## src/rtl/nto1_stream_mux_pkg.sv

```systemverilog
// Shared types and helpers for the N:1 stream multiplexer and related arbiters.
package nto1_stream_mux_pkg;

    localparam logic MODE_MANUAL = 1'b0;
    localparam logic MODE_RR     = 1'b1;

    localparam int MAX_N  = 16;
    localparam int MAX_SW = 4;

    typedef enum logic {
        ST_EMPTY = 1'b0,
        ST_FULL  = 1'b1
    } state_t;

    // One-hot grant to the first valid channel above 'last', wrapping modulo n.
    function automatic logic [MAX_N-1:0] rr_next(
        input logic [MAX_N-1:0]  valid,
        input logic [MAX_SW-1:0] last,
        input int                n
    );
        logic [MAX_N-1:0]  grant;
        logic [MAX_SW-1:0] idx;
        grant = '0;
        for (int k = 1; k <= MAX_N; k++) begin
            idx = MAX_SW'((int'(last) + k) % n);
            if (k <= n && grant == '0 && valid[idx]) begin
                grant[idx] = 1'b1;
            end
        end
        return grant;
    endfunction

endpackage

```

## src/rtl/nto1_stream_mux_rr_arbiter.sv

```systemverilog
// Rotating-priority arbiter: grants the first valid channel after last_grant.
module rr_arbiter
    import nto1_stream_mux_pkg::*;
#(
    parameter int N  = 4,
    parameter int SW = $clog2(N)
) (
    input  logic [N-1:0]  valid,
    input  logic [SW-1:0] last_grant,
    output logic [N-1:0]  grant
);

    logic [MAX_N-1:0] full_grant;
    logic             unused_hi;

    always_comb begin
        full_grant = rr_next(MAX_N'(valid), MAX_SW'(last_grant), N);
        grant      = full_grant[N-1:0];
    end

    // Bits above N can never be set; fold them away explicitly.
    generate
        if (N < MAX_N) begin : g_pad
            assign unused_hi = |full_grant[MAX_N-1:N];
        end else begin : g_nopad
            assign unused_hi = 1'b0;
        end
    endgenerate

endmodule

```

## src/rtl/nto1_stream_mux.sv

```systemverilog
// N-input registered stream multiplexer with manual-select or round-robin arbitration.
// valid/ready: a word moves on a port at a rising edge where both valid and ready are high.
module nto1_stream_mux
    import nto1_stream_mux_pkg::*;
#(
    parameter int N  = 4,
    parameter int W  = 8,
    parameter int SW = $clog2(N)
) (
    input  logic           clk,
    input  logic           rst_n,
    input  logic           mode,
    input  logic [SW-1:0]  sel,
    input  logic [N-1:0]   in_valid,
    input  logic [N*W-1:0] in_data,
    output logic [N-1:0]   in_ready,
    output logic           out_valid,
    output logic [W-1:0]   out_data,
    output logic [SW-1:0]  out_chan,
    input  logic           out_ready
);

    state_t        state_q, state_d;
    logic [W-1:0]  out_data_q, out_data_d;
    logic [SW-1:0] out_chan_q, out_chan_d;
    logic [SW-1:0] last_grant_q, last_grant_d;

    logic          load_en;
    logic [N-1:0]  rr_grant;
    logic [N-1:0]  man_grant;
    logic [N-1:0]  grant;
    logic          take;
    logic [SW-1:0] take_chan;
    logic [W-1:0]  take_data;

    rr_arbiter #(.N(N), .SW(SW)) u_arb (
        .valid      (in_valid),
        .last_grant (last_grant_q),
        .grant      (rr_grant)
    );

    always_comb begin
        man_grant = '0;
        // sel may exceed N-1 when N is not a power of two; such a select grants nothing.
        if (int'(sel) < N) begin
            man_grant[sel] = in_valid[sel];
        end
        grant     = (mode == MODE_RR) ? rr_grant : man_grant;
        load_en   = (state_q == ST_EMPTY) || out_ready;
        in_ready  = load_en ? grant : '0;
        take      = |in_ready;
        take_chan = '0;
        take_data = '0;
        for (int i = 0; i < N; i++) begin
            if (grant[i]) begin
                take_chan = SW'(i);
                take_data = in_data[i*W +: W];
            end
        end
    end

    always_comb begin
        state_d      = state_q;
        out_data_d   = out_data_q;
        out_chan_d   = out_chan_q;
        last_grant_d = last_grant_q;
        if (take) begin
            state_d    = ST_FULL;
            out_data_d = take_data;
            out_chan_d = take_chan;
            if (mode == MODE_RR) begin
                last_grant_d = take_chan;
            end
        end else if (state_q == ST_FULL && out_ready) begin
            state_d = ST_EMPTY;
        end
    end

    always_ff @(posedge clk or negedge rst_n) begin
        if (!rst_n) begin
            state_q      <= ST_EMPTY;
            out_data_q   <= '0;
            out_chan_q   <= '0;
            last_grant_q <= SW'(N - 1);
        end else begin
            state_q      <= state_d;
            out_data_q   <= out_data_d;
            out_chan_q   <= out_chan_d;
            last_grant_q <= last_grant_d;
        end
    end

    assign out_valid = (state_q == ST_FULL);
    assign out_data  = out_data_q;
    assign out_chan  = out_chan_q;

endmodule

```

## config.mk

```make
export PLATFORM = sky130hd
export DESIGN_NAME = nto1_stream_mux
export DESIGN_NICKNAME = d
export VERILOG_FILES = /design/src/rtl/nto1_stream_mux_pkg.sv /design/src/rtl/nto1_stream_mux_rr_arbiter.sv /design/src/rtl/nto1_stream_mux.sv
export SDC_FILE = /design/constraint.sdc
export NUM_CORES = 1
export LEC_CHECK = 0
export BUFFER_PORTS_ARGS = -buffer_cell sky130_fd_sc_hd__buf_2
export CELL_PAD_IN_SITES_DETAIL_PLACEMENT = 0
export CELL_PAD_IN_SITES_GLOBAL_PLACEMENT = 1
export CORE_ASPECT_RATIO = 0.75
export CORE_UTILIZATION = 38
export CTS_CLUSTER_DIAMETER = 30
export CTS_CLUSTER_SIZE = 10
export DETAILED_ROUTE_END_ITERATION = 12
export MAX_ROUTING_LAYER = met4
export PLACE_DENSITY = 0.94
export SLEW_MARGIN = 25
export SYNTH_ARGS = -nofsm -noshare
export SYNTH_HDL_FRONTEND = slang
export SYNTH_SLANG_ARGS = --single-unit
```

## constraint.sdc

```tcl
create_clock -name clk -period 12.1 [get_ports clk]
set_clock_uncertainty 0.05 [all_clocks]
set_input_delay 2.42 -clock clk [delete_from_list [all_inputs] [get_ports clk]]
set_output_delay 2.42 -clock clk [all_outputs]
set_load 0.005 [all_outputs]
```

==> results.md <==
- The detail route stage leaves a number of antenna-violating nets equal to 0.
- The total number of nets in the final design is 267.
- The classification of the worst-slack hold path is flop to flop.
- The routed design has 4110 um of wire.
- The number of buffers inserted by port buffering is 56.
- For this design, the slowest cell found on the critical path is sky130_fd_sc_hd__o21ai_1.
- Synthesis produced a netlist with a net count of 214.
- The flip-flop and latch count after synthesis is 13.
- The row count is 18.
- The number of enable-type register cells in the synthesized netlist is 0.
- The tree is rooted in a sky130_fd_sc_hd__clkbuf_8.
- VDD sags by at most 0.143 mV.
- The starting utilization of the core area is 0.416.
- The arrival time at the worst endpoint is 5.03 ns.
- Counting the fill cells in the layout gives 321.
- Once layout is done, the placed cells without fillers occupy 0.00178 mm2.
- The final period utilization is 0.620.
- The aggregate negative setup slack is 0 ns.
- The die covers 0.00403 mm2.
- The top cell types in the final layout, fill and taps aside, are 56 x sky130_fd_sc_hd__buf_2, 23 x sky130_fd_sc_hd__inv_1, 12 x sky130_fd_sc_hd__nand2_1, 11 x sky130_fd_sc_hd__dfrtp_1.
- The number of pins exceeding their max-slew limit in the final report came to 0.
- Setup violations remaining at the end of the flow were counted as 0.
- The sequential-to-total area share from yosys stat is 0.229.
- The overall die height is 55.2 um.
- Summing over every cut layer, the via total after detailed routing is 1,526.
- Counting every instance in the synthesized netlist gives 164.
- After clock tree synthesis, the flow added hold-fix buffers numbering 0.
- Setup repair after global routing left no endpoint under its margin.
- The violation count after the first detailed-route iteration is 142.
- The synthesized area per cell is 8.74 um2.
- The most used cell along the critical path is sky130_fd_sc_hd__buf_2.
- For this run, the number of Yosys warnings is 0.
- Of the total synthesized cell area, the portion taken by XOR and XNOR cells is 0.
- In the post-route analysis, the smallest setup slack over all paths is 4.60 ns.
- The number of global-route vias before repair is 1,465.
- The area used by sequential logic in the layout is 328 um2.
- The commonest non-fill, non-tap cell in the layout is sky130_fd_sc_hd__buf_2.
- The main combinational cell family by area after synthesis is compound AO/OA/AOI/OAI gates.
- The flow ran to the end, and the final reports show no timing, DRC or antenna violations.
- The worst path in the final design needs a cycle of 7.50 ns, including I/O delays and setup.
- The first-pass GRT wire length is 6880 um.
- The total overflow left after global routing is 0.
- The width of the die is 72.9 um.
- The core area is 0.00345 mm2.
- The tool flagged a number of max-cap violations equal to 0.
- The startpoint type of the worst setup path is an input pin.
- In the final layout, the multi-input gates occupy 975 um2.
- TritonCTS built the clock tree.
- The worst slew margin relative to its limit is 0.514.
- The detailed placement HPWL is 3190 um.
- Dividing total power by cell area gives a power density of 271 mW/mm2.
- For this run, design rule violations remaining after detail routing come to 0.
- The number of search-and-repair iterations in the first detailed-routing pass is 4.
- 57 I/O pins were placed.
- The final cell count without fillers is 266.
- The most used flip-flop cell after synthesis is sky130_fd_sc_hd__dfrtp_1.
- The synthesized-area fraction occupied by ao, oa, aoi and oai cells is 0.340.
- The repair_antennas step left the layout with diodes totalling 0.
- The multiplexer fraction of the synthesized cell area is 0.113.
- Timing analysis after detailed placement gives a worst setup slack of 4.64 ns.
- The level count of the clock H-tree is 1.
- Of all flip-flops after synthesis, the portion carrying an async set or reset was 1.00.
- The number of antenna violations at the first check in global routing came to 0.
- Yosys mapped the design onto 52 distinct sky130hd cell types.
- The average vias per placed instance is 5.74.
- The nature of the critical path endpoint is an output port.
- The adder-cell share of the synthesized area is 0.0698.
- The static power due to leakage is 0.855 nW.
- At the pin with the least slew margin, the transition time is 0.723 ns.
- The post-detailed-route wirelength per cell is 15.4 um.
- The path type of the worst setup path is input pin to output port.
- The proportion of layout cells with a drive suffix above 1 is 0.384.
- The number of instances in the placed design is 262.
- After clock tree synthesis, the clock-pin slew on the worst setup and hold paths is 0.05 ns.
- The critical path goes through buf_2 -> mux4_2 -> a21boi_1 -> a221oi_1 -> nand2_1 -> or3_1 -> o21ai_1 -> and2_1 -> buf_2.
- The count of instances resized after the clock tree is built is 0.
- The maximum root-to-sink buffer count is 2.
- Once layout is complete, the utilization of the core stands at 0.518.
- The critical path required time is 9.63 ns.
- After detailed placement, the total cell area comes to 0.00174 mm2.
- The number of failing hold endpoints at the final stage is 0.
- The overall fraction of global-route tracks in use is 0.223.
- The post-CTS setup repair buffer count is 0.
- The delay of the slowest cell on the worst path is 0.60 ns.
- The largest fanout on the critical path is 10.
- For this design, the sink count on the clock tree is 13.
- The pin count of the biggest net entering global routing is 21.
- Routability-driven placement finished with a final weighted congestion of 0.945.
- After synthesis the cells add up to 0.00143 mm2.
- The number of buffers created by CTS is 3.
- Derived from the worst setup path, the maximum achievable clock frequency is 133 MHz.
- The area growth from synthesis to layout is 24.4%.
- The later-pin clock latency in the skew report is 0.24 ns.
- The post-synthesis simple-gate area fraction is 0.156.
-- power breakdown --
group / switching, W / total, W / internal [W]
Combinational: 0.000205 / 0.000353 / 0.000148
Sequential: 0.0000224 / 0.0000915 / 0.0000692
Clock: 0.0000155 / 0.0000387 / 0.0000233
Total: 0.000242 / 0.000483 / 0.000241
-- stage by stage --
step                      hold WS [ns]  total power (W)
after detailed placement         0.424         0.000435
after floorplan                  0.433         0.000353
final                            0.435         0.000483
after global routing             0.459         0.000525
after global placement           0.427         0.000436
after CTS                        0.440         0.000476
-- worst max-delay path, delay by kind of cell --
kind            cells  cell delay, ns
buf+inv             2            0.25
mux                 1            0.52
simple gates        3            0.73
compound gates      3            1.11
-- metal layers --
layer / routed length (um) / share of wire / GRT usage / up-vias
met5: 0 / 0 / - / -
met4: 53 / 0.013 / 0.0588 / 0
met3: 426 / 0.10 / 0.0785 / 9
met2: 1620 / 0.39 / 0.284 / 77
met1: 2010 / 0.49 / 0.329 / 701
li1: - / - / - / 739
-- synthesized netlist by cell type (3+ instances only) --
cell type,instances,share of area
sky130_fd_sc_hd__inv_1,23,0.060
sky130_fd_sc_hd__nand2_1,12,0.031
sky130_fd_sc_hd__dfrtp_1,11,0.19
sky130_fd_sc_hd__a221oi_1,9,0.055
sky130_fd_sc_hd__a31o_2,9,0.055
sky130_fd_sc_hd__ha_1,8,0.070
sky130_fd_sc_hd__o21ai_0,8,0.028
sky130_fd_sc_hd__o32ai_1,8,0.049
sky130_fd_sc_hd__nand3_1,6,0.021
sky130_fd_sc_hd__mux2i_1,5,0.035
sky130_fd_sc_hd__clkbuf_1,4,0.010
sky130_fd_sc_hd__nor2_1,4,0.010
sky130_fd_sc_hd__and2_1,3,0.013
sky130_fd_sc_hd__buf_2,3,0.010
sky130_fd_sc_hd__mux4_2,3,0.047
-- area by class of cell --
class	count	area share
clock buffers	4	0.0252
inverters	23	0.0484
multi-input cells	119	0.546
flip-flops and latches	13	0.184
well taps	50	0.0351
repair buffers	57	0.161
-- sequential cells by signal (all words and copies together), names as in the netlist --
register,count
last_grant_q,2
out_chan,2
out_data,8
out_valid,1
-- final timing paths --
kind | startpoint | to | slack, ns | depth (start not counted)
max | in_valid[1] | in_ready[2] | 4.60 | 9
min | out_chan[0] | out_chan[0] | 0.43 | 1
max reg2reg | last_grant_q[0] | out_chan[0] | 7.65 | 10
min reg2reg | out_chan[0] | out_chan[0] | 0.43 | 1
max in group asynchronous | rst_n | last_grant_q[0] | 9.72 | 1
min in group asynchronous | rst_n | out_data[7] | 2.00 | 1
-- kinds of logic (layout without fill, tap and decap cells) --
family          count (synthesis)  count (layout)
mux                            12              12
flops                          13              13
simple gates                   41              41
buf+inv                        32              84
fa+ha+maj                       8               8
compound gates                 58              58
Note: power is estimated with default switching activity, not from simulation.
